<file path="src/rtl/hazard_fwd_ctrl.sv">
// Operand forwarding and pipeline stall/bubble control for the 5-stage RV32I pipeline.
// Define HAZARD_PERF_CNT_EN to add saturating memory-stall and load-use-stall cycle counters.
module hazard_fwd_ctrl #(
  parameter int unsigned REG_IDX_W       = 5,
  parameter int unsigned LOAD_USE_CYCLES = 1,
  parameter int unsigned PERF_CNT_W      = 32
) (
  input  logic                  clk,
  input  logic                  rst,
  input  logic [REG_IDX_W-1:0]  rs1_id_ex,
  input  logic [REG_IDX_W-1:0]  rs2_id_ex,
  input  logic [REG_IDX_W-1:0]  rd_ex_mem,
  input  logic [REG_IDX_W-1:0]  rd_mem_wb,
  input  logic                  load_regfile_ex_mem,
  input  logic                  load_regfile_mem_wb,
  input  logic [REG_IDX_W-1:0]  rd_id_ex,
  input  logic                  mem_read_id_ex,
  input  logic [REG_IDX_W-1:0]  rs1_if_id,
  input  logic [REG_IDX_W-1:0]  rs2_if_id,
  input  logic                  mem_write_if_id,
  input  logic                  branch_flush,
  input  logic                  inst_mem_read,
  input  logic                  inst_mem_resp,
  input  logic                  data_mem_read,
  input  logic                  data_mem_write,
  input  logic                  data_mem_resp,
  output logic [1:0]            rs1_fwd_sel,
  output logic [1:0]            rs2_fwd_sel,
  output logic                  stall_pc,
  output logic                  stall_if_id,
  output logic                  stall_id_ex,
  output logic                  stall_ex_mem,
  output logic                  stall_mem_wb,
  output logic                  bubble_control
`ifdef HAZARD_PERF_CNT_EN
  ,
  output logic [PERF_CNT_W-1:0] perf_mem_stall_cycles,
  output logic [PERF_CNT_W-1:0] perf_lu_stall_cycles
`endif
);

  typedef enum logic {
    RUN,
    LU_STALL
  } state_e;

  localparam logic [1:0] LU_CNT_INIT = 2'(LOAD_USE_CYCLES - 1);
  localparam bit         LU_MULTI    = (LOAD_USE_CYCLES > 1);

  state_e     state_q, state_d;
  logic [1:0] cnt_q, cnt_d;

  logic mem_stall;
  logic lu_hazard;
  logic ex_fwd_rs1, ex_fwd_rs2, wb_fwd_rs1, wb_fwd_rs2;

  always_comb begin
    mem_stall = (inst_mem_read & ~inst_mem_resp)
              | ((data_mem_read | data_mem_write) & ~data_mem_resp);
    // Store data (rs2) is forwarded later in EX/MEM, so it alone never stalls.
    lu_hazard = mem_read_id_ex && (rd_id_ex != '0)
              && ((rd_id_ex == rs1_if_id)
                  || ((rd_id_ex == rs2_if_id) && !mem_write_if_id));
  end

  always_comb begin
    ex_fwd_rs1 = load_regfile_ex_mem && (rd_ex_mem != '0) && (rd_ex_mem == rs1_id_ex);
    ex_fwd_rs2 = load_regfile_ex_mem && (rd_ex_mem != '0) && (rd_ex_mem == rs2_id_ex);
    wb_fwd_rs1 = load_regfile_mem_wb && (rd_mem_wb != '0) && (rd_mem_wb == rs1_id_ex);
    wb_fwd_rs2 = load_regfile_mem_wb && (rd_mem_wb != '0) && (rd_mem_wb == rs2_id_ex);

    rs1_fwd_sel = 2'd0;
    rs2_fwd_sel = 2'd0;
    if (!rst) begin
      if (ex_fwd_rs1)      rs1_fwd_sel = 2'd1;
      else if (wb_fwd_rs1) rs1_fwd_sel = 2'd2;
      if (ex_fwd_rs2)      rs2_fwd_sel = 2'd1;
      else if (wb_fwd_rs2) rs2_fwd_sel = 2'd2;
    end
  end

  always_comb begin
    state_d        = state_q;
    cnt_d          = cnt_q;
    stall_pc       = 1'b0;
    stall_if_id    = 1'b0;
    stall_id_ex    = 1'b0;
    stall_ex_mem   = 1'b0;
    stall_mem_wb   = 1'b0;
    bubble_control = 1'b0;

    if (rst) begin
      state_d = RUN;
      cnt_d   = '0;
    end else if (mem_stall) begin
      // Whole pipe freezes; the load-use sequence resumes where it left off.
      stall_pc     = 1'b1;
      stall_if_id  = 1'b1;
      stall_id_ex  = 1'b1;
      stall_ex_mem = 1'b1;
      stall_mem_wb = 1'b1;
    end else begin
      unique case (state_q)
        RUN: begin
          if (!branch_flush && lu_hazard) begin
            stall_pc       = 1'b1;
            stall_if_id    = 1'b1;
            bubble_control = 1'b1;
            if (LU_MULTI) begin
              state_d = LU_STALL;
              cnt_d   = LU_CNT_INIT;
            end
          end
        end
        LU_STALL: begin
          if (branch_flush) begin
            state_d = RUN;
            cnt_d   = '0;
          end else begin
            stall_pc       = 1'b1;
            stall_if_id    = 1'b1;
            bubble_control = 1'b1;
            if (cnt_q == 2'd1) begin
              state_d = RUN;
              cnt_d   = '0;
            end else begin
              cnt_d = cnt_q - 2'd1;
            end
          end
        end
        default: begin
          state_d = RUN;
          cnt_d   = '0;
        end
      endcase
    end
  end

  always_ff @(posedge clk) begin
    if (rst) begin
      state_q <= RUN;
      cnt_q   <= '0;
    end else begin
      state_q <= state_d;
      cnt_q   <= cnt_d;
    end
  end

`ifdef HAZARD_PERF_CNT_EN
  logic [PERF_CNT_W-1:0] perf_mem_q, perf_mem_d;
  logic [PERF_CNT_W-1:0] perf_lu_q, perf_lu_d;

  always_comb begin
    perf_mem_d = perf_mem_q;
    perf_lu_d  = perf_lu_q;
    if (mem_stall && (perf_mem_q != '1))
      perf_mem_d = perf_mem_q + PERF_CNT_W'(1);
    if (bubble_control && (perf_lu_q != '1))
      perf_lu_d = perf_lu_q + PERF_CNT_W'(1);
  end

  always_ff @(posedge clk) begin
    if (rst) begin
      perf_mem_q <= '0;
      perf_lu_q  <= '0;
    end else begin
      perf_mem_q <= perf_mem_d;
      perf_lu_q  <= perf_lu_d;
    end
  end

  assign perf_mem_stall_cycles = perf_mem_q;
  assign perf_lu_stall_cycles  = perf_lu_q;
`else
  localparam int unsigned perf_cnt_w_unused = PERF_CNT_W;
`endif

endmodule

</file>
<file path="config.mk">
export PLATFORM = sky130hd
export DESIGN_NAME = hazard_fwd_ctrl
export DESIGN_NICKNAME = d
export VERILOG_FILES = /design/src/rtl/hazard_fwd_ctrl.sv
export SDC_FILE = /design/constraint.sdc
export NUM_CORES = 1
export LEC_CHECK = 0
export ABC_AREA = 0
export CAP_MARGIN = 10
export CORE_ASPECT_RATIO = 1.1
export CORE_UTILIZATION = 31
export DETAILED_ROUTE_END_ITERATION = 8
export GPL_TIMING_DRIVEN = 0
export HOLD_SLACK_MARGIN = 0.1
export PLACE_DENSITY_LB_ADDON = 0.25
export SYNTH_ARGS = -nofsm -noshare
export SYNTH_HDL_FRONTEND = slang
export SYNTH_SLANG_ARGS = --single-unit
</file>
<file path="constraint.sdc">
create_clock -name clk -period 1.5 [get_ports clk]
set_input_delay 0.15 -clock clk [delete_from_list [all_inputs] [get_ports clk]]
set_output_delay 0.15 -clock clk [all_outputs]
set_load 0.05 [all_outputs]
</file>
==> flow_metrics.env, run 1 <==
export IMPL_status="finished, violations left"
export IMPL_violations="negative setup slack"
export IMPL_start_util=0.3431
export IMPL_p_seq_frac=0.130
export IMPL_drcViolationCount=0
export IMPL_wl_per_cell_um=12.91
export IMPL_place_port_buffers=55
export IMPL_syn_nets=131
export IMPL_ys_top_cells_by_count="xnor2_1 (19), xor2_1 (11), nand2_1 (7), or4_1 (7)"
export IMPL_grt_max_degree=11
export IMPL_die_h_um=49.35
export IMPL_p_sw_frac=0.3783
export IMPL_rows=16
export IMPL_routed_wirelength_um=2337
export IMPL_antenna_cells=0
export IMPL_postCtsHoldBufs=0
export IMPL_overflow=0
export IMPL_cp_arrival_ps=1450
export IMPL_syn_inst=83
export IMPL_io_pins=57
export IMPL_cpPeakStageDelay_ps=490
export IMPL_grtUsageMet2=0.4348
export IMPL_cts_made_buffers=3
export IMPL_min_period_ps=1603
export IMPL_async_flop_share=0
export IMPL_grt_busiest_layer="met2"
export IMPL_yosysSeqAreaShare=0.09505
export IMPL_pre_cts_slack_ps=-1138
export IMPL_comb_power_share=0.622
export IMPL_setup_slack_ps=-102.8
export IMPL_cts_tree="done"
export IMPL_power_frac_clock=0.248
export IMPL_endpoint_kind="output pin"
export IMPL_relSlewSlack=0.6769
export IMPL_cts_root_buf="clkbuf_4"
export IMPL_yosysTopAreaCell="xnor2_1"
export IMPL_yosysTopAreaCellShare=0.2634
export IMPL_p_int_mw=0.3837
export IMPL_yosysWarningCount=0
export IMPL_synth_top_family_by_area="XOR/XNOR gates"
export IMPL_fmax_mhz=623.9
export IMPL_powerDensity_nw_per_um2=428.6
export IMPL_max_cap_violations=0
export IMPL_min_path_type="in2reg"
export IMPL_grt_pass1_vias=887
export IMPL_placed_cells=165
export IMPL_dpl_hpwl_um=1692
export IMPL_drtIter0Drc=2
export IMPL_grt_pass1_wl_um=3739
export IMPL_synth_xor_area_frac=0.4158
export IMPL_peakVddDrop_v=0.0003784
export IMPL_path_cells="clkbuf_2 > or4_1 > o21ai_2 > or4_4 > nor4_4 > buf_6"
export IMPL_clkSlewWorstSetupHoldPaths_ps=40
export IMPL_synth_top_cells_by_area="xnor2_1 (26%), xor2_1 (15%), dfxtp_1 (9.5%), or4_1 (8.3%), nand2_1 (4.2%)"
export IMPL_avgSynthCellArea_um2=7.613
export IMPL_timing_setup_tns_ps=-444.6
export IMPL_yosys_register_bits=3
export IMPL_nFillCells=132
export IMPL_path_buf_inv=2
export IMPL_critPathMaxFanout=3
export IMPL_core_area_um2=1842
export IMPL_totalPowerFinal_mw=0.6172
export IMPL_fp_dieW_um=45.05
export IMPL_fin_cells=181
export IMPL_layout_nets=203
export IMPL_power_leakage_nw=0.6119
export IMPL_netlist_area_um2=631.9
export IMPL_setup_viol=6
export IMPL_hold_violations=0
export IMPL_p_sw_mw=0.2335
export IMPL_fin_util=0.7819
export IMPL_synth_compound_area_frac=0.1069
export IMPL_synth_edf_count=0
export IMPL_groute_usage_overall=0.2271
export IMPL_final_layout_size_suffix_gt1_frac=0.5519
export IMPL_ant_nets=0
export IMPL_met3_usage=0.05926
export IMPL_rsz0062_at_grt="true"
export IMPL_post_drt_via_cell_ratio=4.812
export IMPL_die_area_um2=2223
export IMPL_area_growth_pct=127.9
export IMPL_synth_ff_type="dfxtp_1"
export IMPL_post_route_period_util=1.069
export IMPL_dr_pass1_iters=3
export IMPL_gp_congestion=0.8478
export IMPL_synth_fa_ha_area_frac=0.01980
export IMPL_clock_sinks=3
export IMPL_cts_max_level=1
export IMPL_synth_cell_types=27
export IMPL_vias=871
export IMPL_skew_ps=5.231
export IMPL_synthSimpleGateAreaFrac=0.3149
export IMPL_crit_required_ps=1350
export IMPL_insertion_delay_ps=250
export IMPL_clockBufferDepth=2
export IMPL_path_class="in2out"
export IMPL_cp_slowest_cell="or4_4"
export IMPL_path_delay_family="simple AND/OR/NAND/NOR gates"
export IMPL_worst_slew_pin_slew_ps=486.5
export IMPL_yosysMostFrequentCell="xnor2_1"
export IMPL_drv_slew=0
export IMPL_antenna_found_initial=0
export IMPL_worst_setup_path_start_kind="primary input"
export IMPL_muxShareOfSynthArea=0
export IMPL_grt_use_met1=0.2277
==> worst reg2reg max path, delay by kind of cell (launching register included) <==
family / cells / cell delay, ps
AO/OA/AOI/OAI: 1 / 170
adder cells (fa/ha/maj): 1 / 260
buffers and inverters: 1 / 40
flip-flops: 1 / 320
AND/OR/NAND/NOR: 1 / 450
==> metrics by stage <==
step                hold slack (ps)  instance area (um2)
CTS                           114.9                 1375
global route                  121.3                 1440
finish                        130.5                 1440
global placement              367.7                 1291
floorplan                     327.2                706.9
detailed placement            367.6                 1291
==> per-layer routing <==
metal | wire length (um) | vias to the layer above
met4 | 34 | 0
met1 | 806 | 389
met5 | 0 | -
li1 | - | 436
met3 | 185 | 4
met2 | 1312 | 42
==> what timing repair did <==
action | 4_1_cts | 5_1_grt
resized for setup | 168 | 49
setup buffers | 9 | 4
setup endpoints to repair | 10 | 8
pin swaps | 27 | 18
==> sequential cells by signal (all words and copies together), names as in the netlist <==
signal and cells:
state_q 1, cnt_q 2
==> power by group through the flow <==
stage | registers (mW) | clock network [mW] | logic [mW]
after floorplan | 0.0814 | 0 | 0.168
after global placement | 0.0814 | 0 | 0.342
after detailed placement | 0.0814 | 0 | 0.347
after CTS | 0.0802 | 0.151 | 0.354
after global routing | 0.0799 | 0.171 | 0.410
final | 0.0802 | 0.153 | 0.384
==> layout make-up <==
type / instances / area [um2] / area share
plain buffers: 4 / 47.55 / 0.03301
well taps: 27 / 33.78 / 0.02346
multi-input cells: 75 / 709.4 / 0.4926
flip-flops and latches: 3 / 60.06 / 0.04170
repair buffers: 67 / 559.3 / 0.3884
clock buffers: 4 / 26.28 / 0.01825
inverters: 1 / 3.754 / 0.002606
==> cells in the final DEF, fill, tap and decap left out, types with 3 or more instances in the layout <==
cell type and n:
clkdlybuf4s50_1 3, nand2_1 5, dlygate4sd2_1 8, xor2_1 11
buf_6 9, buf_4 15, clkdlybuf4s15_1 3, buf_8 5
xnor2_2 3, or4_4 5, xnor2_1 16, nand3_1 3
clkbuf_2 13, dfxtp_1 3, buf_2 10, a21oi_1 3
nor2_1 3, clkbuf_4 3
==> worst paths after layout <==
check / startpoint / to / slack, ps / depth (start not counted)
hold reg to reg: cnt_q[1]$_SDFFE_PP0P_ / cnt_q[1]$_SDFFE_PP0P_ / 480 / 2
hold / removal: rst / cnt_q[1]$_SDFFE_PP0P_ / 130 / 2
setup reg to reg: cnt_q[1]$_SDFFE_PP0P_ / cnt_q[1]$_SDFFE_PP0P_ / 190 / 4
setup / recovery: rd_mem_wb[1] / rs2_fwd_sel[1] / -100 / 6
==> kinds of logic after synthesis <==
group / Yosys count
and+or+nand+nor: 33
xor gates and xnor gates: 30
AOI/OAI and AO/OA: 11
buffers and inverters: 5
DFF: 3
adders and majority gates: 1
Power figures use the tool's default switching activity.
==> inputs of run 2 (changes only) <==
- ABC_AREA: 0 -> 1
- CORE_UTILIZATION: 31 -> 34
- HOLD_SLACK_MARGIN: 0.1 -> 0.06
==> flow_metrics.env, run 2 <==
export IMPL_status="completed"
export IMPL_synth_ff_type="dfxtp_1"
export IMPL_peakVddDrop_v=0.0005159
export IMPL_p_sw_mw=0.2198
export IMPL_max_cap_violations=0
export IMPL_yosysTopAreaCellShare=0.2050
export IMPL_p_seq_frac=0.142
export IMPL_ys_top_cells_by_count="nand2_1 (41), inv_1 (25), nor2_1 (17)"
export IMPL_overflow=0
export IMPL_yosysMostFrequentCell="nand2_1"
export IMPL_routed_wirelength_um=2561
export IMPL_post_drt_via_cell_ratio=4.736
export IMPL_synth_top_cells_by_area="nand2_1 (21%), xnor2_1 (13%), inv_1 (13%), nor2_1 (8.5%), dfxtp_1 (8.0%)"
export IMPL_pre_cts_slack_ps=-910.7
export IMPL_grt_pass1_vias=1043
export IMPL_worst_setup_path_start_kind="primary input"
export IMPL_gp_congestion=0.7960
export IMPL_totalPowerFinal_mw=0.5660
export IMPL_drtIter0Drc=11
export IMPL_place_port_buffers=55
export IMPL_area_growth_pct=87.50
export IMPL_path_class="in2out"
export IMPL_largest_reg_flops=2
export IMPL_fin_cells=231
export IMPL_grtUsageMet2=0.4468
export IMPL_power_frac_clock=0.249
export IMPL_cts_root_buf="clkbuf_4"
export IMPL_p_int_mw=0.3462
export IMPL_core_area_um2=2042
export IMPL_ff_latch_area_um2=60.06
export IMPL_min_period_ps=1457
export IMPL_die_h_um=51.28
export IMPL_timing_setup_tns_ps=0
export IMPL_io_pins=57
export IMPL_comb_power_share=0.609
export IMPL_fmax_mhz=686.3
export IMPL_synth_edf_count=0
export IMPL_largest_register="cnt_q"
export IMPL_hold_violations=0
export IMPL_multi_input_area_um2=629.4
export IMPL_min_path_type="in2reg"
export IMPL_nFillCells=191
export IMPL_finish_instance_area_um2=1408
export IMPL_fin_util=0.6893
export IMPL_clock_sinks=3
export IMPL_grt_max_degree=10
export IMPL_drv_slew=0
export IMPL_power_leakage_nw=0.7728
export IMPL_cp_arrival_ps=1310
export IMPL_async_flop_share=0
export IMPL_p_sw_frac=0.3884
export IMPL_clkSlewWorstSetupHoldPaths_ps=40
export IMPL_antenna_found_initial=0
export IMPL_drcViolationCount=0
export IMPL_clockBufferDepth=2
export IMPL_layout_nets=252
export IMPL_post_route_period_util=0.9714
export IMPL_synth_cell_types=23
export IMPL_antenna_cells=0
export IMPL_start_util=0.3676
export IMPL_die_area_um2=2400
export IMPL_cts_made_buffers=3
export IMPL_final_layout_size_suffix_gt1_frac=0.2808
export IMPL_final_cell_mix="nand2_1 (39), dlygate4sd2_1 (24), inv_1 (17)"
export IMPL_avgSynthCellArea_um2=5.287
export IMPL_crit_required_ps=1350
export IMPL_yosysTopAreaCell="nand2_1"
export IMPL_relSlewSlack=0.8332
export IMPL_setup_viol=0
export IMPL_reg_top3="cnt_q: 2 flops, state_q: 1 flops"
export IMPL_holdWs_ps=142.2
export IMPL_groute_usage_overall=0.2152
export IMPL_syn_inst=142
export IMPL_wl_per_cell_um=11.09
export IMPL_dpl_hpwl_um=2077
export IMPL_cts_tree="done"
export IMPL_yosysWarningCount=0
export IMPL_grt_busiest_layer="met2"
export IMPL_vias=1094
export IMPL_insertion_delay_ps=230
export IMPL_met3_usage=0.03887
export IMPL_yosys_register_bits=3
export IMPL_syn_nets=190
export IMPL_dr_pass1_iters=4
export IMPL_worst_slew_pin_slew_ps=249.3
export IMPL_grt_use_met1=0.1911
export IMPL_setup_slack_ps=42.90
export IMPL_placed_cells=225
export IMPL_skew_ps=0.1232
export IMPL_netlist_area_um2=750.7
export IMPL_powerDensity_nw_per_um2=402.1
export IMPL_grt_pass1_wl_um=3891
export IMPL_dpl_cell_area_um2=1351
export IMPL_critPathMaxFanout=4
export IMPL_layout_commonest_cell="nand2_1"
export IMPL_ant_nets=0
export IMPL_endpoint_kind="output pin"
export IMPL_postCtsHoldBufs=0
export IMPL_fp_dieW_um=46.80
export IMPL_cts_max_level=1
export IMPL_yosysSeqAreaShare=0.08000
export IMPL_rows=17
-- run 2: cells by family after synthesis --
logic type                 share of synthesized area
buffers and inverters                         0.1850
and+or+nand+nor                               0.4383
DFF                                          0.08000
xor gates and xnor gates                      0.1750
AOI/OAI and AO/OA                             0.1050
adders and majority gates                    0.01666
-- run 2: final timing paths --
path | slack [ps] | from | cells after the start | endpoint
min | 140 | rst | 2 | cnt_q[1]$_SDFFE_PP0P_
max | 40 | inst_mem_resp | 8 | stall_pc
max reg2reg | 520 | cnt_q[0]$_SDFFE_PP0P_ | 4 | cnt_q[0]$_SDFFE_PP0P_
min reg2reg | 480 | cnt_q[1]$_SDFFE_PP0P_ | 2 | cnt_q[1]$_SDFFE_PP0P_
-- run 2: cell type report --
type	instances	share of cell area
plain buffers	4	0.02667
inverters	28	0.07467
well taps	28	0.02489
repair buffers	57	0.3653
clock buffers	4	0.01867
multi-input cells	107	0.4471
flip-flops and latches	3	0.04267
-- run 2: power groups by stage --
stage	Sequential [mW]	Clock (mW)	Combinational [mW]
finish	0.0803	0.141	0.345
floorplan	0.0814	0	0.168
CTS	0.0802	0.146	0.332
detailed placement	0.0814	0	0.351
global route	0.0800	0.159	0.373
global placement	0.0814	0	0.342
-- run 2: worst max-delay path, cell delays in order --
cell	delay [ps]
clkdlybuf4s50_1	440
o21ai_2	170
inv_2	60
nor2_4	140
inv_2	60
nand2_4	60
buf_6	90
buf_8	130
-- run 2: what timing repair did --
item | 4_1_cts | 5_1_grt
pin swaps | 21 | 20
cloned | 0 | 0
endpoints found under the setup margin | 10 | 6
buffers inserted | 1 | 1
resized for setup | 114 | 35
-- run 2: routing by layer --
layer / share of wire / wire length (um) / vias up
li1: - / - / 550
met1: 0.34 / 871 / 487
met2: 0.56 / 1442 / 49
met3: 0.066 / 170 / 8
met4: 0.030 / 77 / 0
met5: 0 / 0 / -
